**src/rtl/mspe_src_unpacker.sv**
```systemverilog
`default_nettype none
// ============================================================================
// Module   : mspe_src_unpacker
// Brief    : Polices mspe 512-bit beat framing and serializes each kept beat
//            into sixteen 32-bit words (word 0 first) on a valid/ready port.
// Revision : 1.0
// ============================================================================
module mspe_src_unpacker #(
  parameter int CNT_WIDTH = 32
) (
  input  logic                 clk,
  input  logic                 reset,
  input  logic [511:0]         snk_data,
  input  logic                 snk_valid,
  input  logic                 snk_sop,
  input  logic                 snk_eop,
  output logic                 snk_ready,
  output logic [31:0]          out_data,
  output logic                 out_valid,
  output logic                 out_last,
  input  logic                 out_ready,
  output logic [CNT_WIDTH-1:0] pkt_count,
  output logic [CNT_WIDTH-1:0] err_count
);

  localparam logic [0:0] S_IDLE   = 1'b0;
  localparam logic [0:0] S_IN_PKT = 1'b1;

  localparam logic [3:0]           C_LAST_IDX = 4'd15;
  localparam logic [3:0]           C_IDX_ONE  = 4'd1;
  localparam logic [CNT_WIDTH-1:0] C_CNT_ONE  = {{(CNT_WIDTH-1){1'b0}}, 1'b1};

  logic [511:0]         r_buf;
  logic                 r_buf_valid;
  logic                 r_buf_last;
  logic [3:0]           r_idx;
  logic [0:0]           r_state;
  logic [CNT_WIDTH-1:0] r_pkt_count;
  logic [CNT_WIDTH-1:0] r_err_count;

  logic w_word_last;
  logic w_word_xfer;
  logic w_beat_xfer;
  logic w_keep;
  logic w_err;

  assign w_word_last = (r_idx == C_LAST_IDX);
  assign w_word_xfer = r_buf_valid & out_ready;
  assign snk_ready   = ~reset & (~r_buf_valid | (w_word_last & out_ready));
  assign w_beat_xfer = snk_valid & snk_ready;

  // Outside a packet only a sop beat is kept; inside one, a fresh sop restarts framing.
  assign w_keep = w_beat_xfer & (snk_sop | (r_state == S_IN_PKT));
  assign w_err  = w_beat_xfer & (((r_state == S_IDLE) & ~snk_sop) |
                                 ((r_state == S_IN_PKT) & snk_sop));

  always_ff @(posedge clk or posedge reset) begin
    if (reset) begin
      r_state     <= S_IDLE;
      r_pkt_count <= '0;
      r_err_count <= '0;
    end else begin
      if (w_keep) begin
        r_state <= snk_eop ? S_IDLE : S_IN_PKT;
      end
      if (w_keep & snk_eop) begin
        r_pkt_count <= r_pkt_count + C_CNT_ONE;
      end
      if (w_err) begin
        r_err_count <= r_err_count + C_CNT_ONE;
      end
    end
  end

  always_ff @(posedge clk or posedge reset) begin
    if (reset) begin
      r_buf       <= '0;
      r_buf_valid <= 1'b0;
      r_buf_last  <= 1'b0;
      r_idx       <= '0;
    end else if (w_keep) begin
      r_buf       <= snk_data;
      r_buf_valid <= 1'b1;
      r_buf_last  <= snk_eop;
      r_idx       <= '0;
    end else if (w_word_xfer) begin
      r_idx <= r_idx + C_IDX_ONE;
      if (w_word_last) begin
        r_buf_valid <= 1'b0;
      end
    end
  end

  assign out_valid = r_buf_valid;
  assign out_data  = r_buf[{r_idx, 5'b00000} +: 32];
  assign out_last  = r_buf_valid & r_buf_last & w_word_last;
  assign pkt_count = r_pkt_count;
  assign err_count = r_err_count;

endmodule
`default_nettype wire

```
**config.mk**
```make
export PLATFORM = sky130hd
export DESIGN_NAME = mspe_src_unpacker
export DESIGN_NICKNAME = d
export VERILOG_FILES = /design/src/rtl/mspe_src_unpacker.sv
export SDC_FILE = /design/constraint.sdc
export NUM_CORES = 2
export LEC_CHECK = 0
export CAP_MARGIN = 20
export CORE_ASPECT_RATIO = 1.2
export CORE_MARGIN = 2
export CORE_UTILIZATION = 40
export CTS_CLUSTER_DIAMETER = 50
export DETAILED_ROUTE_END_ITERATION = 16
export HOLD_SLACK_MARGIN = 0.15
export PLACE_DENSITY_LB_ADDON = 0.05
export REMOVE_ABC_BUFFERS = 1
export SLEW_MARGIN = 20
export SYNTH_ARGS = -nofsm -noshare
export SYNTH_HDL_FRONTEND = slang
export SYNTH_SLANG_ARGS = --single-unit
```
**constraint.sdc**
```tcl
create_clock -name clk -period 41.2 [get_ports clk]
set_input_delay 8.24 -clock clk [delete_from_list [all_inputs] [get_ports clk]]
set_output_delay 8.24 -clock clk [all_outputs]
set_load 0.02 [all_outputs]
```
### After elaboration in Yosys (flattened, before gate mapping)

Cells that the tools add are included.

| operators by class | value |
|---|---|
| equal/unequal tests | 1 |
| bitwise logic cells | 18 |
| $add $sub $neg | 3 |
| $mul | 0 |
| muxes and demuxes | 6 |
| reductions and logical operators | 3 |
| divide/modulo/power cells | 0 |
| magnitude comparators | 0 |
| shifts and indexed selects | 1 |

Operators by type and width:

| cell | number |
|---|---|
| $shiftx A512 B10 Y32 | 1 |
| $add A32 B1 Y32 const B | 2 |
| $and A1 B1 Y1 | 11 |
| $mux W4 | 2 |
| $add A4 B1 Y4 const B | 1 |
| $eq A4 B4 Y1 const B | 1 |
| $mux W1 | 4 |
| $not A1 Y1 | 4 |
| $reduce_bool A2 Y1 | 2 |
| $or A1 B1 Y1 | 3 |
| $reduce_and A2 Y1 | 1 |

| storage, ports and cells | value |
|---|---|
| ROM bits | 0 |
| memories | 0 |
| bits in writable memories | 0 |
| flip-flop bits (word level) | 583 |
| latch bits | 0 |

### Depth between registers and ports, before layout

| logic depth | value |
|---|---|
| depth after elaboration | 8 |
| depth in mapped cells | 8 |

### Least setup slack after synthesis

Ideal clock, no wire load.

| timing path | value |
|---|---|
| path kind | input-to-reg |
| from | input reset |
| to | register r_err_count[30], in the netlist err_count[30] |
| setup time | 0.129 ns |
| arrival | 22.400 ns |
| cell stages on the path | 6 |
| setup slack | 18.671 ns |
| cell sequence | inv_1 -> o2111a_1 -> and4b_1 -> clkbuf_1 -> nand4_1 -> xnor2_1 |

| between the ends | value |
|---|---|
| longest elaborated chain between the ends | 4 |

RTL lines:

| item | line | RTL |
|---|---|---|
| from (decl) | 12 | `input logic reset,` |
| $not A1 Y1 | 49 | `assign snk_ready = ~reset & (~r_buf_valid \| (w_word_last & out_ready));` |
| $and A1 B1 Y1 | 49 |  |
| $and A1 B1 Y1 | 50 | `assign w_beat_xfer = snk_valid & snk_ready;` |
| $and A1 B1 Y1 | 54 | `assign w_err = w_beat_xfer & (((r_state == S_IDLE) & ~snk_sop) \|` |
| to (signal assigned) | 70 | `r_err_count <= r_err_count + C_CNT_ONE;` |
| to (decl) | 39 | `logic [CNT_WIDTH-1:0] r_err_count;` |

Every way passes these cells.
A chain may end at the register's enable or synchronous reset.

### Worst setup path after layout

| timing path | value |
|---|---|
| from | input out_ready |
| to | output snk_ready |

| between the ends | value |
|---|---|
| longest elaborated chain between the ends | 3 |

RTL lines:

| item | line | RTL |
|---|---|---|
| from (decl) | 21 | `input logic out_ready,` |
| $and A1 B1 Y1 | 49 |  |
| $or A1 B1 Y1 | 49 |  |
| $and A1 B1 Y1 | 49 |  |
| to (decl) | 17 | `output logic snk_ready,` |

Every way passes these cells.

==> flow_summary.yaml <==
run_status:
  status: "completed"
sta:
  timing.fmax_mhz: 54.8
  maxSlewHeadroom_pct: 25.2
  worst_clock_skew_ps: 19.4
  post-route-min-period_ps: 18240
  setup_violations: 0
  rsz0062_at_grt: "false"
  setup_tns_ps: 0
  finalMaxSlewViolations: 0
  hold_violations: 0
  period_share_pct: 44.3
  tightest_slew_ps: 1120
layout:
  area_growth_pct: 35.4
  drive_gt1_share_pct: 33.2
  fillers: 5420
  fin_area_um2: 35200
  nets: 2774
  fin_cells: 3168
grt:
  grt_pass1_wl_mm: 115
  grt_max_degree: 183
  grt_pass1_vias: 18208
  grt_antenna_before_repair: 43
  track_usage_pct: 23.1
  grt_overflow: 0
critical_path:
  critPathRequiredTime_ps: 32960
  rrSetupSlack_ps: 35700
  path_class: "input pin to output pin"
  worst_r2r_startpoint: "r_idx[0]"
  cp_top_family: "buffers and inverters"
  startpoint_type: "input pin"
  critPathSlowestCell: "clkdlybuf4s50_1"
  r2r_cells: 9
  arrival_ps: 10000
  cp_common_cell: "clkdlybuf4s50_1"
  cp_cell_sequence: "clkdlybuf4s50_1 > and4_1 > nor2_2 > nor2_1 > clkdlybuf4s50_1"
  path_buf_inv: 2
  crit_fanout: 8
  max_stage_delay_ps: 560
  r2r-end: "r_buf[352]"
  cp-end-kind: "output pin"
synth:
  synthTopCellsByCount: "583 x dfrtp_1, 493 x mux2_2, 128 x mux4_2"
  syn_area_per_cell_um2: 15.8
  seq_area_frac_synth_pct: 56.1
  synth.top_cell.area_share_pct: 56.1
  synth_cells: 1647
  yosysMostFrequentCell: "dfrtp_1"
  ys_top_cells_by_area: "dfrtp_1 56%, mux2_2 21%, mux4_2 11%, a22oi_1 1.8%, xnor2_1 1.4%"
  ys_ff_latch: 583
  yosys_warnings: 0
  async_reset_ff_share_pct: 100
  synth_cell_types: 41
  yosysTopAreaCell: "dfrtp_1"
  synth-main-ff-cell: "dfrtp_1"
  synth-edff-count: 0
  netlist_area_um2: 26000
pwr:
  powerDensity_nw_per_um2: 71.5
  ir_drop_mv: 0.0402
  power.switching_uw: 767
  p_comb_share_pct: 37.0
  sw_frac_of_total_pct: 30.5
  p_clk_share_pct: 24.3
  p_leak_uw: 0.0147
  power.internal_uw: 1750
  power.share.sequential_pct: 38.7
placed_design:
  hpwlAfterDp_mm: 53.5
  gp_congestion: 0.805
  placed_area_um2: 32800
  port_buffers: 616
  dpl.cell_count: 3010
floorplanning:
  ios: 617
  die-area_um2: 67000
  die-width_um: 237
  initial_core_util_pct: 40.3
  core_um2: 64400
  num_rows: 102
  die_h_um: 283
clock_network:
  cts_resized: 0
  clk_path_buf_depth: 3
  clkTransAtPathRegs_ps: 60
  cts-root-buf: "clkbuf_16"
  postCtsSetupRepairBufs: 0
  h-tree-depth: 3
  insertion_delay_ps: 600
  cts_tree: "done"
  cts_num_sinks: 583
  cts_hold_buf: 0
  cts_buffers: 71
worst_hold_path:
  min_path_cells: 1
  min_to: "pkt_count[31]"
  min_path_type: "flop to flop"
  min_from: "pkt_count[31]"
drt:
  via_per_inst: 5.32
  drcViolationCount: 0
  wl_per_cell_um: 24.3
  route.vias.total: 16845
  routed_wl_mm: 77.0
  drtIter0Drc: 697
  final_antenna_net_count: 0
  drtPass1Iterations: 4
job:
  maxCapViolCount: 0
## per-layer routing
layer	share of wire [%]	vias up	global-route usage (%)	routed length, µm
met4	3.2	32	9.68	2430
met2	50	489	38.7	38700
met3	7.5	144	7.25	5770
li1	-	7413	-	-
met1	39	8767	27.5	29900
met5	0.29	-	0	221
## power groups by stage
stage | Combinational, µW | Sequential, µW | Clock, µW
floorplan | 688 | 976 | 0
global placement | 929 | 969 | 0
detailed placement | 945 | 985 | 0
CTS | 949 | 975 | 630
global route | 1000 | 1010 | 655
finish | 932 | 974 | 612
## area by class of cell
cell class / instances / area, µm² / share of cell area (%)
antenna: 32 / 80.1 / 0.228
clock buffer: 99 / 2050 / 5.84
clock inverter: 26 / 233 / 0.661
inverter: 6 / 30.0 / 0.0854
multi-input combinational: 955 / 10800 / 30.6
sequential: 583 / 14600 / 41.5
tap: 832 / 1040 / 2.96
timing repair buffer: 635 / 6370 / 18.1
## per-stage QoR
step | power, µW | worst slack, ps | utilization, % | hold WS, ps
after floorplan | 1660 | 15230 | - | 442
after global placement | 1900 | 23000 | 50.9 | 463
after detailed placement | 1930 | 22950 | 50.9 | 463
after CTS | 2550 | 22950 | 54.4 | 475
after global routing | 2670 | 22840 | 54.6 | 478
final | 2520 | 22960 | 54.6 | 472
## flip-flops by register name, summed over array words and instances, names as in the netlist
| name | count |
|---|---|
| r_buf | 512 |
| err_count | 32 |
| pkt_count | 32 |
| r_idx | 4 |
| out_valid | 1 |
| r_buf_last | 1 |
| r_state | 1 |
## cells in the final DEF (no fill, tap or decap), drive strengths merged, types with 17 or more instances in the layout
master and n:
nand2 56, xnor2 43, nor2 22, diode 32, buf 19, dfrtp 583, nand3 28, clkdlybuf4s50 616
a22oi 64, mux2 514, clkbuf 99, mux4 128, nand4 17, xor2 22
## kinds of logic after synthesis
| kind of cell | after synthesis | synth area share, % |
|---|---|---|
| mux | 642 | 33.4 |
| xor+xnor | 65 | 2.19 |
| flops | 583 | 56.1 |
| compound gates | 70 | 2.00 |
| buf+inv | 109 | 2.50 |
| simple gates | 174 | 3.63 |
| fa+ha+maj | 4 | 0.193 |
## how the worst max path moves through the flow
stage / start / endpoint / slack [ps] / cells past startpoint
final: out_ready / snk_ready / 22960 / 5
after global routing: out_ready / snk_ready / 22840 / 5
after CTS: out_ready / snk_ready / 22950 / 5
after detailed placement: out_ready / snk_ready / 22950 / 5
after global placement: out_ready / snk_ready / 23000 / 5
after floorplan: out_ready / r_buf[0] / 15230 / 4
(Power assumes the default switching activity.)
